--- src/rtl/multicycle_main_control.sv ---
// rtl/multicycle_main_control.sv - main control FSM for the multicycle MIPS datapath
module multicycle_main_control #(
    parameter int CNT_W = 32
) (
    input  logic             clk,
    input  logic             rst_n,
    input  logic [5:0]       opcode,
    input  logic             mem_ready,
    output logic             PCWrite,
    output logic             PCWriteCond,
    output logic             IorD,
    output logic             MemRead,
    output logic             MemWrite,
    output logic             IRWrite,
    output logic             MemtoReg,
    output logic             RegDst,
    output logic             RegWrite,
    output logic             ALUSrcA,
    output logic [1:0]       ALUSrcB,
    output logic [1:0]       PCSource,
    output logic [2:0]       ALUOp,
    output logic [3:0]       state,
    output logic             instr_done,
    output logic             illegal_op,
    output logic [CNT_W-1:0] retired
);

    typedef enum logic [3:0] {
        FETCH    = 4'd0,
        DECODE   = 4'd1,
        MEMADR   = 4'd2,
        MEMRD    = 4'd3,
        MEMWB    = 4'd4,
        MEMWR    = 4'd5,
        EXEC_R   = 4'd6,
        RTYPE_WB = 4'd7,
        BRANCH   = 4'd8,
        IMM_EX   = 4'd9,
        IMM_WB   = 4'd10,
        JUMP     = 4'd11
    } state_t;

    localparam logic [5:0] OP_RTYPE = 6'b000000;
    localparam logic [5:0] OP_LW    = 6'b100011;
    localparam logic [5:0] OP_SW    = 6'b101011;
    localparam logic [5:0] OP_BEQ   = 6'b000100;
    localparam logic [5:0] OP_ADDI  = 6'b001000;
    localparam logic [5:0] OP_ORI   = 6'b001101;
    localparam logic [5:0] OP_ANDI  = 6'b001100;
    localparam logic [5:0] OP_SLTI  = 6'b001010;
    localparam logic [5:0] OP_J     = 6'b000010;

    state_t             state_q, state_d;
    logic [5:0]         op_q, op_d;
    logic [CNT_W-1:0]   retired_q, retired_d;

    // State, latched opcode and retirement counter registers
    always_ff @(posedge clk or negedge rst_n) begin
        if (!rst_n) begin
            state_q   <= FETCH;
            op_q      <= 6'd0;
            retired_q <= '0;
        end else begin
            state_q   <= state_d;
            op_q      <= op_d;
            retired_q <= retired_d;
        end
    end

    // Next-state and datapath controls; everything forced low while reset is held
    always_comb begin
        state_d     = state_q;
        op_d        = op_q;
        PCWrite     = 1'b0;
        PCWriteCond = 1'b0;
        IorD        = 1'b0;
        MemRead     = 1'b0;
        MemWrite    = 1'b0;
        IRWrite     = 1'b0;
        MemtoReg    = 1'b0;
        RegDst      = 1'b0;
        RegWrite    = 1'b0;
        ALUSrcA     = 1'b0;
        ALUSrcB     = 2'b00;
        PCSource    = 2'b00;
        ALUOp       = 3'b000;
        instr_done  = 1'b0;
        illegal_op  = 1'b0;
        if (rst_n) begin
            case (state_q)
                FETCH: begin
                    MemRead = 1'b1;
                    ALUSrcB = 2'b01;
                    if (mem_ready) begin
                        IRWrite = 1'b1;
                        PCWrite = 1'b1;
                        state_d = DECODE;
                    end
                end
                DECODE: begin
                    ALUSrcB = 2'b11;
                    op_d    = opcode;
                    case (opcode)
                        OP_RTYPE:                         state_d = EXEC_R;
                        OP_LW, OP_SW:                     state_d = MEMADR;
                        OP_BEQ:                           state_d = BRANCH;
                        OP_ADDI, OP_ORI, OP_ANDI, OP_SLTI: state_d = IMM_EX;
                        OP_J:                             state_d = JUMP;
                        default: begin
                            illegal_op = 1'b1;
                            state_d    = FETCH;
                        end
                    endcase
                end
                MEMADR: begin
                    ALUSrcA = 1'b1;
                    ALUSrcB = 2'b10;
                    state_d = (op_q == OP_LW) ? MEMRD : MEMWR;
                end
                MEMRD: begin
                    IorD    = 1'b1;
                    MemRead = 1'b1;
                    if (mem_ready) state_d = MEMWB;
                end
                MEMWB: begin
                    MemtoReg   = 1'b1;
                    RegWrite   = 1'b1;
                    instr_done = 1'b1;
                    state_d    = FETCH;
                end
                MEMWR: begin
                    IorD     = 1'b1;
                    MemWrite = 1'b1;
                    if (mem_ready) begin
                        instr_done = 1'b1;
                        state_d    = FETCH;
                    end
                end
                EXEC_R: begin
                    ALUSrcA = 1'b1;
                    ALUOp   = 3'b010;
                    state_d = RTYPE_WB;
                end
                RTYPE_WB: begin
                    RegDst     = 1'b1;
                    RegWrite   = 1'b1;
                    instr_done = 1'b1;
                    state_d    = FETCH;
                end
                BRANCH: begin
                    ALUSrcA     = 1'b1;
                    ALUOp       = 3'b110;
                    PCWriteCond = 1'b1;
                    PCSource    = 2'b01;
                    instr_done  = 1'b1;
                    state_d     = FETCH;
                end
                IMM_EX: begin
                    ALUSrcA = 1'b1;
                    ALUSrcB = 2'b10;
                    case (op_q)
                        OP_ORI:  ALUOp = 3'b001;
                        OP_ANDI: ALUOp = 3'b011;
                        OP_SLTI: ALUOp = 3'b111;
                        default: ALUOp = 3'b000;
                    endcase
                    state_d = IMM_WB;
                end
                IMM_WB: begin
                    RegWrite   = 1'b1;
                    instr_done = 1'b1;
                    state_d    = FETCH;
                end
                JUMP: begin
                    PCWrite    = 1'b1;
                    PCSource   = 2'b10;
                    instr_done = 1'b1;
                    state_d    = FETCH;
                end
                default: state_d = FETCH;
            endcase
        end
        retired_d = instr_done ? retired_q + CNT_W'(1) : retired_q;
    end

    assign state   = state_q;
    assign retired = retired_q;

endmodule

--- config.mk ---
export PLATFORM = sky130hd
export DESIGN_NAME = multicycle_main_control
export DESIGN_NICKNAME = d
export VERILOG_FILES = /design/src/rtl/multicycle_main_control.sv
export SDC_FILE = /design/constraint.sdc
export NUM_CORES = 1
export LEC_CHECK = 0
export BUFFER_PORTS_ARGS = -buffer_cell sky130_fd_sc_hd__buf_2
export CAP_MARGIN = 25
export CORE_MARGIN = 1
export CORE_UTILIZATION = 56
export DETAILED_ROUTE_END_ITERATION = 10
export PLACE_DENSITY = 0.81
export SYNTH_ARGS = -nofsm -noshare
export SYNTH_HDL_FRONTEND = slang
export SYNTH_SLANG_ARGS = --single-unit
--- constraint.sdc ---
create_clock -name clk -period 4.68 [get_ports clk]
set_input_delay 0.936 -clock clk [delete_from_list [all_inputs] [get_ports clk]]
set_output_delay 0.936 -clock clk [all_outputs]
set_load 0.02 [all_outputs]
==> results by group <==
Yosys
  – Mapped Cells: 248
  – Commonest cells post-synth: 42 x dfrtp_1, 25 x nor2_1, 21 x nor3_1
  – Main flop type after synthesis: dfrtp_1
  – Syn_area_per_cell: 9.53 um^2
  – Post-synth top area share: 44.5%
  – Post-synth EDFFs: 0
  – Register area share after synthesis: 44.5%
  – Post-Syn Area: 0.00236 mm^2
  – Dominant cells by area after synthesis: dfrtp_1 44%, xor2_1 7.0%, xnor2_1 5.2%
  – Post-synthesis register bit count: 42
  – Synth Net Count: 258
  – Leading area contributor after synthesis: dfrtp_1
  – Count leader, synth: dfrtp_1
  – Asr flop ratio synth: 100%
  – Ys Warns: 0
  – Number of distinct library cells after synthesis: 46

Drt
  – Detailed Routing Iterations Pass 1: 4
  – Routed length per instance: 13.9 um
  – Vias per cell: 5.60
  – Vias: 2,005
  – First DRT Iteration DRCs: 121
  – # DRC: 0
  – WL final: 4960 um
  – Post-route ant nets: 0

Power and ir drop
  – Lkg Pwr: 1.41 nW
  – Overall power: 1.18 mW
  – Peak supply drop: 0.345 mV
  – P per Cell Area: 423 mW/mm^2

STA
  – Peak Freq: 309 MHz
  – Worst-Margin Slew: 627 ps
  – Slew margin rel.: 58.1%
  – Final clock period utilization by the worst path: 69.1%
  – RSZ-0062 raised after global routing: no
  – Final min period: 3230 ps
  – Setup violators final: 0
  – Setup TNS: 0 ps
  – Clock Skews: 11.0 ps
  – Hold Vio Cnt, Final: 0
  – Pins Over Slew Limit: 0

Critical path
  – CP most frequent cell: buf_2
  – Crit path DAT: 2300 ps
  – CP Cell Sequence: buf_2, o21ai_0, a21oi_1, and2_1, buf_2
  – Critical path endpoint category: output pin
  – Reg2reg path depth: 5
  – CP Max Fanout: 24
  – Critical path type: primary input to output pin
  – Critical path startpoint category: primary input
  – Crit-path leading delay family: buffers and inverters
  – Buf/Inv on CP: 2
  – Slowest cell on crit path: buf_2
  – WP data required: 3740 ps
  – Largest stage delay on the critical path: 370 ps
  – Levels on crit path: 5

Clock tree
  – Post CTS Setup Buffer Count: 0
  – Inserted Clock Buffers: 5
  – Worst-path clk slew: 80 ps
  – Clock Latency Late Sink: 300 ps
  – Post-CTS Resized: 0
  – H-Tree Depth: 2
  – Cts hold-fix bufs: 0
  – Clock root cell: clkbuf_8
  – CTS max path bufs: 2
  – CTS Sinks: 42
  – CTS tree: built

Worst hold path
  – Hold Path Stages: 1
  – Hold WC Path Type: register to register

Global route
  – Initial antenna violation count: 0
  – Number of global-route vias before repair: 1,805
  – Largest net degree at the start of global routing: 31
  – First-pass GRT wire length: 8310 um
  – Grt ovf: 0
  – All-Layer GR Usage: 24.4%

Floorplan
  – Core area: 0.00403 mm^2
  – Initial Util: 58.6%
  – Die H: 67.0 um
  – # IOs: 64
  – Die Footprint: 0.00448 mm^2
  – Die width: 67.0 um
  – Rows: 23

Finish
  – Fillers: 346
  – Area growth from synthesis to layout: 17.8%
  – Number of antenna diodes: 0
  – Layout net count: 317
  – Share of layout cells above drive strength 1: 27.9%

Run status
  – Status: complete, no violations

Job
  – Max-cap violation count: 0

Placement
  – GPL Wtd Cong: 0.815
  – IO buf count: 63
  – Hpwl dp: 3590 um
state kept, by name, indices dropped and copies added, names as in the netlist:
register and count:
op_q 6, retired 32, state 4
layout by cell type, fill, tap and decap left out, drive strengths merged, types with 2 or more instances in the layout:
cell type	instances
a211oi	2
o22a	3
nor2b	7
a21oi	2
nand4	10
clkbuf	6
xor2	19
or3	2
o21ai	7
a31oi	2
and2	3
nand2	20
nand2b	5
buf	64
nor3b	2
dfrtp	42
mux2	6
nor3	21
a22oi	2
and4	3
inv	11
nor2	25
nor4	5
xnor2	14
o21a	2
nand3b	3
and3	2
nand3	6
worst register-to-register path, delay by kind of cell (launching register included):
kind,cells,cell delay (ps)
AND/OR/NAND/NOR,3,1310
flip-flops,1,730
AO/OA/AOI/OAI,1,300
XOR/XNOR,1,200
logic make-up after synthesis:
| kind of cell | count (synthesis) | synth area share (%) |
|---|---|---|
| buffers and inverters | 23 | 4.29 |
| AO/OA/AOI/OAI | 25 | 7.36 |
| flip-flops | 42 | 44.5 |
| adder cells (fa/ha/maj) | 1 | 0.530 |
| multiplexers | 6 | 2.86 |
| XOR/XNOR | 33 | 12.2 |
| AND/OR/NAND/NOR | 118 | 28.2 |
layer usage:
metal	part of all wire, %	global-route usage [%]
met1	49	34.0
met2	46	38.1
met3	3.3	4.62
met4	1.1	7.45
met5	0	0
metrics by stage:
stage                     hold slack (ps)  utilization [%]  cell area [um^2]  setup WS [ps]  cells
after floorplan                       464                -              2360           1480    248
after global placement                452             66.7              2690           1490    350
after global routing                  515             69.1              2780           1270    358
after CTS                             483             69.1              2780           1450    358
final                                 483             69.1              2780           1450    358
after detailed placement              472             66.7              2690           1460    350
report_power, final:
| part | internal, mW | leakage [nW] | switching (mW) |
|---|---|---|---|
| Combinational | 0.173 | 0.841 | 0.230 |
| Clock | 0.119 | 0.0472 | 0.124 |
| Sequential | 0.421 | 0.527 | 0.109 |
| Total | 0.713 | 1.41 | 0.464 |
worst paths after layout:
kind | start | slack, ps | end
max | rst_n | 1450 | instr_done
min | retired[31]$_DFFE_PN0P_ | 480 | retired[31]$_DFFE_PN0P_
max reg2reg | state[1]$_DFFE_PN0P_ | 2070 | retired[15]$_DFFE_PN0P_
min reg2reg | retired[31]$_DFFE_PN0P_ | 480 | retired[31]$_DFFE_PN0P_
max in group asynchronous | rst_n | 3370 | state[1]$_DFFE_PN0P_
min in group asynchronous | rst_n | 580 | retired[18]$_DFFE_PN0P_
layout make-up:
class | count | area [um^2] | area share (%)
multi-input cells | 183 | 1210 | 43.5
inverters | 11 | 41.3 | 1.48
repair buffers | 64 | 323 | 11.6
flip-flops and latches | 42 | 1050 | 37.8
clock buffers | 6 | 82.6 | 2.97
well taps | 50 | 62.6 | 2.25
clock inverters | 2 | 12.5 | 0.450
Note: power is estimated with default switching activity, not from simulation.
